File: config.mk
export PLATFORM = sky130hd
export DESIGN_NAME = regfile
export DESIGN_NICKNAME = d
export VERILOG_FILES = /design/src/rtl/cpu_defs_pkg.sv /design/src/rtl/regfile.sv
export SDC_FILE = /design/constraint.sdc
export NUM_CORES = 1
export LEC_CHECK = 0
export ABC_CLOCK_PERIOD_IN_PS = 10200
export CORE_ASPECT_RATIO = 1.4
export CORE_MARGIN = 2
export CORE_UTILIZATION = 50
export DETAILED_ROUTE_END_ITERATION = 8
export GPL_ROUTABILITY_DRIVEN = 0
export GPL_TIMING_DRIVEN = 0
export PLACE_DENSITY = 0.77
export REMOVE_ABC_BUFFERS = 1
export SLEW_MARGIN = 20
export SYNTH_ARGS = -nofsm -noshare
export SYNTH_HDL_FRONTEND = slang
export SYNTH_SLANG_ARGS = --single-unit
File: constraint.sdc
create_clock -name clk -period 10.2 [get_ports clk]
set_clock_uncertainty 0.1 [all_clocks]
set_input_delay 1.53 -clock clk [delete_from_list [all_inputs] [get_ports clk]]
set_output_delay 1.53 -clock clk [all_outputs]
set_load 0.01 [all_outputs]
File: src/rtl/cpu_defs_pkg.sv
// Shared CPU definitions: datapath widths, the hardwired zero register and
// the register-file sequencer state encoding. Decode and write-back use these too.
package cpu_defs;

   localparam int unsigned DATA_W     = 32;
   localparam int unsigned REG_ADDR_W = 5;

   localparam logic [REG_ADDR_W-1:0] ZERO_REG = 5'd0;

   typedef enum logic {
      CLEAR = 1'b0,
      RUN   = 1'b1
   } rf_state_e;

endpackage

File: src/rtl/regfile.sv
// 32 x 32-bit MIPS register file with two combinational read ports, write-to-read
// bypass and a post-reset sequencer that zeroes entries 1..depth-1 through the write port.
module regfile
   import cpu_defs::ZERO_REG;
   import cpu_defs::rf_state_e;
   import cpu_defs::CLEAR;
   import cpu_defs::RUN;
#(
   parameter int unsigned DATA_W = cpu_defs::DATA_W,
   parameter int unsigned ADDR_W = cpu_defs::REG_ADDR_W
) (
   input  logic              clk,
   input  logic              rst,
   input  logic              we,
   input  logic [ADDR_W-1:0] waddr,
   input  logic [DATA_W-1:0] wdata,
   input  logic              re1,
   input  logic [ADDR_W-1:0] raddr1,
   output logic [DATA_W-1:0] rdata1,
   input  logic              re2,
   input  logic [ADDR_W-1:0] raddr2,
   output logic [DATA_W-1:0] rdata2,
   output logic              ready
);

   localparam int unsigned DEPTH = 2 ** ADDR_W;

   rf_state_e         state_q, state_d;
   logic [ADDR_W-1:0] clr_cnt_q, clr_cnt_d;

   logic [DATA_W-1:0] mem_q [DEPTH];
   logic              mem_we;
   logic [ADDR_W-1:0] mem_waddr;
   logic [DATA_W-1:0] mem_wdata;

   always_ff @(posedge clk) begin
      if (rst) begin
         state_q   <= CLEAR;
         clr_cnt_q <= ADDR_W'(1);
      end else begin
         state_q   <= state_d;
         clr_cnt_q <= clr_cnt_d;
      end
   end

   always_comb begin
      state_d   = state_q;
      clr_cnt_d = clr_cnt_q;
      if (state_q == CLEAR) begin
         clr_cnt_d = clr_cnt_q + ADDR_W'(1);
         if (clr_cnt_q == '1) begin
            state_d = RUN;
         end
      end
   end

   // Single array write port: the clear sequencer owns it until RUN, then write-back.
   always_comb begin
      mem_we    = 1'b0;
      mem_waddr = '0;
      mem_wdata = '0;
      if (!rst) begin
         if (state_q == CLEAR) begin
            mem_we    = 1'b1;
            mem_waddr = clr_cnt_q;
         end else if (we && waddr != ADDR_W'(ZERO_REG)) begin
            mem_we    = 1'b1;
            mem_waddr = waddr;
            mem_wdata = wdata;
         end
      end
   end

   always_ff @(posedge clk) begin
      if (mem_we) begin
         mem_q[mem_waddr] <= mem_wdata;
      end
   end

   for (genvar p = 0; p < 2; p++) begin : g_rd
      logic              en;
      logic [ADDR_W-1:0] ra;
      logic [DATA_W-1:0] data;

      assign en = (p == 0) ? re1 : re2;
      assign ra = (p == 0) ? raddr1 : raddr2;

      always_comb begin
         data = '0;
         if (!rst && state_q == RUN && en && ra != ADDR_W'(ZERO_REG)) begin
            if (we && waddr == ra) begin
               data = wdata;
            end else begin
               data = mem_q[ra];
            end
         end
      end
   end

   assign rdata1 = g_rd[0].data;
   assign rdata2 = g_rd[1].data;
   assign ready  = (state_q == RUN);

endmodule

==> metrics.md <==
| Metric | Value |
|---|---|
| Final Hold Slack | `447 ps` |
| Starting Density | `50.3%` |
| Status | `finished clean` |
| Multi-input logic area | `17500 um2` |
| Gate Count Post-Synth | `between 2000 and 3000` |
| Vias in the first global route | `approximately 32000` |
| FF+latch area | `30900 um2` |
| Area grow syn2layout | `14.8%` |
| Final Hold Viols | `0` |
| CP required | `8570 ps` |
| Grt total ovfl | `0` |
| First-pass GRT wire length | `213 mm` |
| Antenna-violating nets left | `0` |
| CP Max Fanout | `56` |
| Via-to-Cell Ratio | `about 7.2` |
| P per Cell Area | `151 nW/um2` |
| Die Wd | `269 um` |
| Post-synthesis sequential area ratio | `62.7%` |
| First-iteration detailed-routing DRC count | `3881` |
| Worst slew margin | `27.8%` |
| Warnings from Yosys | `0` |
| Met3 wire len | `16.3 mm` |
| Post-Place Cell Area | `around 54000 um2` |
| Die area | `101000 um2` |
| DRC | `0` |
| Crit. End Element | `primary output` |
| Worst setup path endpoint | `rdata2[1]` |
| Async set or reset register ratio after synthesis | `0%` |
| Cell taking the most area after synthesis | `edfxtp_1` |
| Final Max Tran Viols | `0` |
| Placed Cells | `just over 4000` |
| DR top layer | `met4` |
| Share of layout cells above drive strength 1 | `a little over a quarter` |
| All-Layer GR Usage | `between 20 and 30%` |
| Period utilization | `between 70% and 80%` |
| Met2 wire len | `a little over 70 mm` |
| Port buffer count | `116` |
| Syn_area_per_cell | `roughly 18 um2` |
| Fin crit period | `between 7000 and 8000 ps` |
| Fillcell total | `6995` |
| Distinct cell type count after synthesis | `54` |
| Flop2flop setup slack | `6660 ps` |
| Initial DRT Pass Iterations | `6` |
| Leak | `about 16 nW` |
| VDD IR-drop max | `around 130 uV` |
| CTS max path bufs | `3` |
| H-tree level count | `3` |
| Worst R2R Start | `ready` |
| Final HPWL DP | `91.8 mm` |
| FF+latch count, synth | `1030` |
| Final std cells w/o fill | `~4200` |
| Most used flip-flop cell after synthesis | `edfxtp_1` |
| Number of flops mapped to enable cells by yosys | `1024` |
| Share of the synthesized area in the top cell type | `a little over three fifths` |
| Num CTS Buffers | `91` |
| Startpoint Class | `primary input` |
| Reg2reg path depth | `5` |
| Met1 WL | `~50 mm` |
| Hold Crit Start | `clr_cnt_q[3]` |
| # IOs | `about 120` |
| Vias | `approximately 30000` |
| Post-CTS setup buffer count | `0` |
| Hold buffers post-CTS | `0` |
| CP startpoint | `raddr2[0]` |
| Total of max-cap violations | `0` |
| Max Fclk | `approximately 130 MHz` |
| Setup TNS | `0 ps` |
| Wirelength per Cell | `between 30 and 40 um` |
| Endpoints failing setup | `0` |
| Row cnt | `136` |
| RSZ-0062 raised after global routing | `false` |
| Worst skew pair latency | `approximately 690 ps` |
| Setup CP Type | `in -> out` |
| Final Util | `around 58%` |
| Core Box Area | `98000 um2` |
| Die Y | `375 um` |
| CTS tree | `yes` |
| Layout Cell Area excl Fill | `56600 um2` |
| Arr. time, crit path | `about 5900 ps` |
| Post_cts resized | `0` |
| RR Endpoint | `mem_q[4][9]` |
| Slew of the pin with the lowest slew margin | `1080 ps` |
| Synth area leaders | `edfxtp_1, mux4_2, mux2i_1` |
| Root buf cell | `clkbuf_16` |
| HP Class | `reg -> reg` |
| CTS clock-pin slew for the worst setup and hold paths | `roughly 60 ps` |
| Pin count of the biggest net entering global routing | `a little under 100` |
| Final nets | `2895` |
| Initial antenna violation count | `0` |
| Area of the mapped netlist | `49300 um2` |
| TritonCTS Sinks | `1030` |
| Final wirelength | `149 mm` |
area by class of cell:
| type | instances | share of cell area, % |
|---|---|---|
| Inverter | 2 | 0.0221 |
| Antenna cell | 2 | 0.00885 |
| Clock inverter | 43 | 0.579 |
| Sequential cell | 1030 | 54.6 |
| Tap cell | 1311 | 2.90 |
| Clock buffer | 114 | 4.33 |
| Timing Repair Buffer | 224 | 6.63 |
| Multi-Input combinational cell | 1492 | 31.0 |
placed cells by master (no fill, tap or decap), types with 4 or more instances in the layout:
cell,n
a22oi_1,4
xor2_1,7
clkdlybuf4s50_1,107
buf_8,10
o31ai_1,4
o22ai_1,54
buf_6,4
mux4_2,381
mux2_2,93
nand2_1,18
buf_12,23
o221ai_1,36
nand3_1,9
edfxtp_1,1024
a2111oi_0,6
clkbuf_1,19
a21oi_1,66
xnor2_1,4
bufinv_16,5
nor2b_1,108
clkinv_2,10
clkinv_1,24
buf_16,71
a22o_1,32
nor2_4,35
o21ai_0,55
a211oi_2,15
a211o_1,31
a211oi_1,206
dfxtp_1,6
clkbuf_16,95
buf_4,9
nor2_1,21
mux2i_1,225
nand2b_1,7
and2_1,29
synth_stat cells, drive strengths merged, types with 2 or more instances:
master,n
nand2b,10
dfxtp,6
nand4b,2
and2,32
inv,2
mux2,93
mux2i,225
or2,3
a21oi,66
ha,2
a22o,32
nor2,56
clkbuf,95
o221ai,36
mux4,381
o21ai,55
nand2,20
nand4,3
a211o,31
edfxtp,1024
a211oi,221
xor2,7
a2111oi,6
nand3,9
a31oi,3
or4,2
o211ai,2
nor3,6
a21o,4
o31ai,4
xnor2,4
a22oi,4
nor4bb,2
nor2b,109
o22ai,54
buf,140
sequential cells by signal (all words and copies together), names as in the netlist:
signal	cells
mem_q	1024
clr_cnt_q	5
ready	1
kinds of logic (layout without fill, tap and decap cells):
family / Yosys count / count (layout) / synth area share, %
xor gates and xnor gates: 11 / 11 / 0.196
muxes: 699 / 699 / 24.1
AOI/OAI and AO/OA: 520 / 520 / 7.60
DFF: 1030 / 1030 / 62.7
other: 0 / 2 / 0
buffers and inverters: 237 / 383 / 2.45
adders and majority gates: 2 / 2 / 0.0508
and+or+nand+nor: 260 / 260 / 2.94
through the flow:
| step | power (mW) | setup slack, ps |
|---|---|---|
| 2_1_floorplan | 4.99 | 4600 |
| 3_3_place_gp | 5.57 | -14740 |
| 3_5_place_dp | 5.33 | 2750 |
| 4_1_cts | 8.57 | 2750 |
| 5_1_grt | 8.74 | 2570 |
| 6_report | 8.57 | 2650 |
worst max-delay path, cell delays in order:
cell,delay [ps]
buf_8,340
buf_16,350
buf_16,420
and2_4,820
nand2_4,620
o22ai_1,380
a211oi_1,100
a21oi_1,430
a22o_1,210
clkdlybuf4s50_1,570
worst min path at each step:
stage | to | cells past startpoint
6_report | clr_cnt_q[3] | 2
5_1_grt | clr_cnt_q[3] | 2
4_1_cts | clr_cnt_q[3] | 2
3_5_place_dp | clr_cnt_q[3] | 2
3_3_place_gp | clr_cnt_q[3] | 2
2_1_floorplan | clr_cnt_q[3] | 2
metal layers:
layer  vias to the layer above  track usage [%]
met4                         0             18.5
met2                      2399             47.8
met3                       658             6.55
met1                     15600             35.1
li1                      11900                -
met5                         -                0
report_power, final:
| part | switching [mW] | internal, mW |
|---|---|---|
| Combinational | 0.356 | 0.258 |
| Clock | 1.50 | 1.82 |
| Sequential | 0.0183 | 4.62 |
| Total | 1.87 | 6.70 |
No activity file was read; power rests on OpenSTA's default activity.
